**src/rtl/demux_4_32_pipe_pkg.sv**
```systemverilog
// demux_4_32_pipe_pkg: shared channel codes, slot state encoding and select decode.
package demux_4_32_pipe_pkg;

    localparam int NCH = 4;

    typedef enum logic [1:0] {
        CH0 = 2'd0,
        CH1 = 2'd1,
        CH2 = 2'd2,
        CH3 = 2'd3
    } ch_e;

    typedef enum logic {
        S_EMPTY = 1'b0,
        S_FULL  = 1'b1
    } slot_state_e;

    function automatic logic [NCH-1:0] sel_onehot(input logic [1:0] sel);
        return {sel == CH3, sel == CH2, sel == CH1, sel == CH0};
    endfunction

endpackage

```
**src/rtl/demux_4_32_pipe_if.sv**
```systemverilog
// demux_4_32_pipe_if: input valid/ready/sel/data bus plus four output slot handshakes.
interface demux_4_32_pipe_if #(
    parameter int WIDTH = 32
);
    import demux_4_32_pipe_pkg::*;

    logic                      in_valid;
    logic                      in_ready;
    logic [1:0]                in_sel;
    logic [WIDTH-1:0]          in_data;
    logic [NCH-1:0]            out_valid;
    logic [NCH-1:0]            out_ready;
    logic [NCH-1:0][WIDTH-1:0] out_data;

    modport master (
        output in_valid, in_sel, in_data, out_ready,
        input  in_ready, out_valid, out_data
    );

    modport slave (
        input  in_valid, in_sel, in_data, out_ready,
        output in_ready, out_valid, out_data
    );

endinterface

```
**src/rtl/demux_4_32_pipe_slot.sv**
```systemverilog
// demux_slot: one-entry FIFO slot; a fill always wins over a drain in the same cycle.
module demux_slot
    import demux_4_32_pipe_pkg::*;
#(
    parameter int WIDTH = 32
) (
    input  logic             clk,
    input  logic             rst,
    input  logic             fill_i,
    input  logic [WIDTH-1:0] fill_data_i,
    input  logic             ready_i,
    output logic             valid_o,
    output logic [WIDTH-1:0] data_o
);

    slot_state_e      state_q, state_d;
    logic [WIDTH-1:0] data_q, data_d;

    always_ff @(posedge clk) begin
        if (rst) begin
            state_q <= S_EMPTY;
            data_q  <= '0;
        end else begin
            state_q <= state_d;
            data_q  <= data_d;
        end
    end

    // Fill is only ever offered when the slot is empty or draining this cycle.
    always_comb begin
        state_d = state_q;
        data_d  = data_q;
        if (fill_i) begin
            state_d = S_FULL;
            data_d  = fill_data_i;
        end else if (state_q == S_FULL && ready_i) begin
            state_d = S_EMPTY;
        end
    end

    assign valid_o = (state_q == S_FULL);
    assign data_o  = data_q;

endmodule

```
**src/rtl/demux_4_32_pipe.sv**
```systemverilog
// demux_4_32_pipe: registered 1-to-4 demux with a one-word slot per channel.
// Optional per-channel saturating drain counters on stat_cnt_o when DEMUX_STATS_EN is defined.
module demux_4_32_pipe
    import demux_4_32_pipe_pkg::*;
#(
    parameter int WIDTH = 32
`ifdef DEMUX_STATS_EN
    ,
    parameter int CNT_W = 16
`endif
) (
    input  logic                    clk,
    input  logic                    rst,
    demux_4_32_pipe_if.slave        bus
`ifdef DEMUX_STATS_EN
    ,
    output logic [NCH*CNT_W-1:0]    stat_cnt_o
`endif
);

    logic [NCH-1:0]            fill;
    logic [NCH-1:0]            valid;
    logic [NCH-1:0][WIDTH-1:0] data;
    logic                      in_ready;

    // Only the selected channel can stall the input; out_ready passes straight through.
    assign in_ready      = ~valid[bus.in_sel] | bus.out_ready[bus.in_sel];
    assign fill          = (bus.in_valid & in_ready) ? sel_onehot(bus.in_sel) : '0;
    assign bus.in_ready  = in_ready;
    assign bus.out_valid = valid;
    assign bus.out_data  = data;

    for (genvar i = 0; i < NCH; i++) begin : g_slot
        demux_slot #(.WIDTH(WIDTH)) u_slot (
            .clk         (clk),
            .rst         (rst),
            .fill_i      (fill[i]),
            .fill_data_i (bus.in_data),
            .ready_i     (bus.out_ready[i]),
            .valid_o     (valid[i]),
            .data_o      (data[i])
        );
    end

`ifdef DEMUX_STATS_EN
    logic [NCH-1:0]            drain;
    logic [NCH-1:0][CNT_W-1:0] cnt_q, cnt_d;

    assign drain = valid & bus.out_ready;

    always_comb begin
        cnt_d = cnt_q;
        for (int c = 0; c < NCH; c++)
            cnt_d[c] = (drain[c] && cnt_q[c] != '1) ? cnt_q[c] + CNT_W'(1) : cnt_q[c];
    end

    always_ff @(posedge clk) begin
        if (rst)
            cnt_q <= '0;
        else
            cnt_q <= cnt_d;
    end

    assign stat_cnt_o = cnt_q;
`endif

endmodule

```
**src/flat_wrapper.sv**
```systemverilog
// flat-port wrapper written by rule: the top's interface ports become plain ports
module demux_4_32_pipe_flat import demux_4_32_pipe_pkg::*;
#(
    parameter int WIDTH = 32

)
  (clk, rst, bus_in_valid, bus_in_sel, bus_in_data, bus_out_ready, bus_in_ready, bus_out_valid, bus_out_data);
  demux_4_32_pipe_if #(.WIDTH(WIDTH)) bus_i ();
  input  logic clk;
  input  logic rst;
  input wire logic [$bits(bus_i.in_valid)-1:0] bus_in_valid;
  input wire logic [$bits(bus_i.in_sel)-1:0] bus_in_sel;
  input wire logic [$bits(bus_i.in_data)-1:0] bus_in_data;
  input wire logic [$bits(bus_i.out_ready)-1:0] bus_out_ready;
  output wire logic [$bits(bus_i.in_ready)-1:0] bus_in_ready;
  output wire logic [$bits(bus_i.out_valid)-1:0] bus_out_valid;
  output wire logic [$bits(bus_i.out_data)-1:0] bus_out_data;
  assign bus_i.in_valid = bus_in_valid;
  assign bus_i.in_sel = bus_in_sel;
  assign bus_i.in_data = bus_in_data;
  assign bus_i.out_ready = bus_out_ready;
  assign bus_in_ready = bus_i.in_ready;
  assign bus_out_valid = bus_i.out_valid;
  assign bus_out_data = bus_i.out_data;
  demux_4_32_pipe #(.WIDTH(WIDTH)) u_core (.clk(clk), .rst(rst), .bus(bus_i));
endmodule
```
**config.mk**
```make
export PLATFORM = sky130hd
export DESIGN_NAME = demux_4_32_pipe_flat
export DESIGN_NICKNAME = d
export VERILOG_FILES = /design/src/rtl/demux_4_32_pipe_pkg.sv /design/src/rtl/demux_4_32_pipe_if.sv /design/src/rtl/demux_4_32_pipe_slot.sv /design/src/rtl/demux_4_32_pipe.sv /design/src/flat_wrapper.sv
export SDC_FILE = /design/constraint.sdc
export NUM_CORES = 1
export LEC_CHECK = 0
export ABC_AREA = 1
export CAP_MARGIN = 40
export CORE_MARGIN = 2
export CORE_UTILIZATION = 35
export DETAILED_ROUTE_END_ITERATION = 7
export GPL_ROUTABILITY_DRIVEN = 0
export PLACE_DENSITY_LB_ADDON = 0.12
export SLEW_MARGIN = 10
export SYNTH_ARGS = -nofsm -noshare
export SYNTH_HDL_FRONTEND = slang
export SYNTH_SLANG_ARGS = --single-unit
```
**constraint.sdc**
```tcl
create_clock -name clk -period 1.5 [get_ports clk]
set_clock_uncertainty 0.2 [all_clocks]
set_input_delay 0.225 -clock clk [delete_from_list [all_inputs] [get_ports clk]]
set_output_delay 0.225 -clock clk [all_outputs]
set_load 0.005 [all_outputs]
```
# Word level (Yosys, flattened, before mapping)
# Cells that the tools add are included.
# W data, S select, Z words.
# totals
regBits	132
word_cells	37
# op_classes
magnitude_cmp	1
eq_ne	3
muxes	13
bitwise	3
reduce_logical	9
# op_table
op	count
$mux W1	10
$reduce_bool A2 Y1	4
$bmux W1 S2	2
$eq A2 B2 Y1 const B	2
$logic_and A1 B1 Y1	4
$mux W4	1
$lt A2 B3 Y1 const B	1
$eq A2 B1 Y1 const B	1
$logic_not A2 Y1	1
$and A1 B1 Y1	1
$not A1 Y1	1
$or A1 B1 Y1	1

# Depth between registers and ports, before layout
# logic_depth
depth_word	7
mapped_depth	12
ltp_nobuf	10

# Hierarchy
# A second synthesis with hierarchy kept.
# hier_totals
cells_unflattened	602
hier_area_um2	4743.3
# by_module_without_submodules
mod	n_inst	cells_each	area_each_um2
demux_slot	4	143	1152.4
demux_4_32_pipe	1	30	133.9

# Least setup slack after synthesis
# OpenSTA, ideal clock, no wires.
# synth_timing
path_kind	input -> register
start	input bus_in_sel[0]
end	register u_core.g_slot[2].u_slot.data_q[24]
setup_ps	110
arrival_time_ps	1231
required_ps	1190
slack_ps	-41
stages	11
path_buffers	3
path_cell_list	buf_4 nor2_8 nand2_1 nand2_1 nor2_4 nand2_4 buf_6 buf_6 nand4_1 nand2_1 nor2_1
# synth_via
elab_chain_cells	6
elab_cells_between_ends	9
classes_between	eq/ne: 1; mux: 5; bitwise: 3
# synth_rtl
item	line	text
start: declaration	flat_wrapper.sv:12	input wire logic [$bits(bus_i.in_sel)-1:0] bus_in_sel;
$bmux W1 S2	demux_4_32_pipe.sv:27	assign in_ready = ~valid[bus.in_sel] | bus.out_ready[bus.in_sel];
$mux W1 (not written as such)	demux_4_32_pipe.sv:27	
$not A1 Y1	demux_4_32_pipe.sv:27	
$or A1 B1 Y1	demux_4_32_pipe.sv:27	
$and A1 B1 Y1	demux_4_32_pipe.sv:28	assign fill = (bus.in_valid & in_ready) ? sel_onehot(bus.in_sel) : '0;
$mux W4 (*)	demux_4_32_pipe.sv:28	
end signal: assignment	demux_4_32_pipe_slot.sv:25	data_q <= data_d;
end: declaration	demux_4_32_pipe_slot.sv:17	logic [WIDTH-1:0] data_q, data_d;
# Every way passes the cells marked *; elsewhere a longest branch is shown, timed or not. The select of a mux whose other input is x is not followed.
# A chain may end at the register's enable or synchronous reset.

# Worst setup path in the final report
# layout_timing
start	register u_core.g_slot[0].u_slot.state_q
end	output bus_in_ready
# layout_via
elab_chain_cells	4
# layout_rtl
item	line	text
start: declaration	demux_4_32_pipe_slot.sv:16	slot_state_e state_q, state_d;
start signal: assignment	demux_4_32_pipe_slot.sv:24	state_q <= state_d;
$bmux W1 S2	demux_4_32_pipe.sv:27	
$mux W1 (not written as such)	demux_4_32_pipe.sv:27	
$not A1 Y1	demux_4_32_pipe.sv:27	
$or A1 B1 Y1	demux_4_32_pipe.sv:27	
end: declaration	flat_wrapper.sv:15	output wire logic [$bits(bus_i.in_ready)-1:0] bus_in_ready;
# No other way between the ends. The select of a mux whose other input is x is not followed.

==> out/results.tsv <==
metric	value	unit
outcome	finished, violations left	
violations	setup timing	
drive_above_1_share	32.2	%
syn-instance-count	1046	
syn_avg_cell_area	6.31	um^2
clk_pin_slew	0.06	ns
viasPerCell	4.62	
route.detailed.drc	0	
endpoint_kind	primary output	
yosysTopAreaCellShare	40.1	%
worst_pin_slew	0.355	ns
grt_pass1_wl	34.2	mm
crit_chain	nand2_1 -> nand2_2 -> nand2_2 -> nand2_2 -> nand2_4 -> buf_4 -> buf_6	
crit_path_frequent_cell	nand2_2	
cts_buffer_depth	2	
ant_nets	0	
die_y	141	um
cap_violations	0	
wl	23.0	mm
stdcell_count	1497	
slowest_stage	dfxtp_2	
relSlewSlack	76.3	%
criticalPathCategory	flop to primary output	
nFillCells	1798	
required	1.07	ns
nets	1291	
yosysSeqAreaShare	40.1	%
area_delta_synth_final	62.9	%
crit_fanout	4	
synth-seq-cells	132	
port-buffer-count	173	
tns	-23.21	ns
worstSetupStartpointType	flop	
die_w	141	um
antenna_found_initial	0	
synthAdderAreaFrac	0	%
synth.distinct_cells	17	
via_count	6913	
powerDensity	935	nW/um^2
hold_buffers	0	
r2r_cells	12	
htree_num_levels	4	
yosys-top-cells-area	dfxtp_1 40%, nand2_1 16%, inv_1 15%, nand4_1 12%, nor2_1 7.4%	
pre_cts_slack	-0.746	ns
fmax	567	MHz
post_drt_wl_per_cell	15.3	um
synth_top_family_by_area	simple AND/OR/NAND/NOR gates	
yosysWarnings	0	
worstHoldStart	bus_in_valid	
grt_remaining_overflow	0	
worstReg2RegEnd	u_core.g_slot[0].u_slot.data_o[4]	
root_buffer	clkbuf_16	
first_pass_iters	4	
ir_worst_vdd	0.814	mV
slew_viol_final	0	
clkLatencyLatePin	0.41	ns
synthMuxAreaShare	0	%
ys_async_sr_fraction	0	%
dp.final_hpwl	12.7	mm
p_total	10.0	mW
core	18600	um^2
final_core_util	57.8	%
dieArea	20000	um^2
grt_pass1_vias	6313	
hold_viol	0	
grt_usage	21.9	%
slowest_delay	0.33	ns
yosysMostFrequentCell	nand2_1	
grt_max_degree	73	
start_util	35.5	%
synthSimpleGateAreaFrac	36.5	%
leakagePower	5.65	nW
synth_compound_gate_area_share	0.303	%
antennaDiodeCount	0	
r2r_setup_slack	-0.24	ns
fin_crit_sh	117	%
setup_ws	-0.262	ns
synth-edff-count	0	
whs_path_depth	4	
drt_iter0_drc	390	
pin_count	174	
register_area	2700	um^2
crit_arrival	1.34	ns
multi_input_area	3070	um^2
netlist_top_cells_count	273 x nand2_1, 269 x inv_1, 132 x dfxtp_1	
hold_end	u_core.g_slot[0].u_slot.data_o[2]	
period_needed	1.76	ns
rsz0062_at_grt	yes	
netlist_area	6600	um^2
startpoint	u_core.g_slot[0].u_slot.valid_o	
synth_area_leader_cell	dfxtp_1	
r2r-start	u_core.g_slot[0].u_slot.valid_o	
cts_tree	yes	
ys.flop_type	dfxtp_1	
min_path_type	input port to flop	
placedCellCount	1426	
setup_viol	133	
rows	50	
cts_made_buffers	17	
clkSinkCount	132	
yosys.area_share.xor_xnor	0	%
synth_nets	1087	
-- cells by family (layout without fill, tap and decap cells) --
kind of cell	after synthesis	after routing
buffers and inverters	369	586
AOI/OAI and AO/OA	4	4
and+or+nand+nor	541	541
DFF	132	132
-- layer usage --
layer / global-route usage, % / wire length, um / part of all wire (%)
met2: 34.6 / 10300 / 45
met3: 4.22 / 1240 / 5.4
met4: 6.89 / 393 / 1.7
met1: 30.2 / 11000 / 48
met5: 0 / 0 / 0
-- power by group --
part           switching, mW  total, mW  internal [mW]  leakage, nW
logic                   1.02       1.92          0.904         4.27
clock network           1.67       4.30           2.63        0.284
registers              0.110       3.82           3.71         1.10
total                   2.80       10.0           7.24         5.65
-- critical path, delay by kind of cell (launching register included) --
family	cells	cell delay, ns
buf+inv	2	0.26
flops	1	0.33
simple gates	5	0.33
-- how the worst max path moves through the flow --
| stage | end | cells after the start |
|---|---|---|
| after floorplan | u_core.g_slot[2].u_slot.data_o[24] | 11 |
| after global placement | u_core.g_slot[0].u_slot.data_o[19] | 13 |
| after detailed placement | u_core.g_slot[0].u_slot.data_o[15] | 13 |
| after CTS | u_core.g_slot[0].u_slot.data_o[1] | 11 |
| after global routing | bus_in_ready | 7 |
| final | bus_in_ready | 7 |
-- layout make-up --
class	count	area share (%)
multi-input cells	545	28.5
clock inverters	11	1.16
flip-flops and latches	132	25.2
inverters	296	10.4
repair buffers	258	27.6
clock buffers	21	4.47
well taps	234	2.72
-- timing repair --
| action | in CTS | in global routing |
|---|---|---|
| cloned | 15 | 7 |
| gates resized for setup | 309 | 187 |
| buffers inserted | 20 | 7 |
| pin swaps | 51 | 85 |
| endpoints found under the setup margin | 265 | 137 |
-- metrics by stage --
step / area, um^2 / hold WS (ns)
finish: 10700 / 0.0788
global route: 10700 / 0.115
CTS: 10200 / 0.0453
detailed placement: 8800 / 0.294
global placement: 8800 / 0.296
floorplan: 6620 / 0.0941
-- cell usage in the layout (no fill, tap or decap), types with 2 or more instances in the layout --
cell type and count:
a21oi_2 4, buf_12 29, buf_16 11, buf_2 2, buf_4 22, buf_6 15, buf_8 6, bufinv_16 2
clkbuf_16 22, clkbuf_8 4, clkdlybuf4s15_1 2, clkdlybuf4s50_1 37, clkinv_2 2, clkinvlp_4 5, dfxtp_1 83, dfxtp_2 49
dlygate4sd2_1 127, inv_1 219, inv_2 75, inv_4 2, nand2_1 152, nand2_2 79, nand2_4 43, nand3_1 2
nand3_4 4, nand4_1 128, nor2_1 105, nor2_2 23, nor2_4 3
-- sequential cells by signal (all words and copies together) (netlist names) --
register	cells
u_core.g_slot.u_slot.data_o	128
u_core.g_slot.u_slot.valid_o	4
Power figures use the tool's default switching activity.
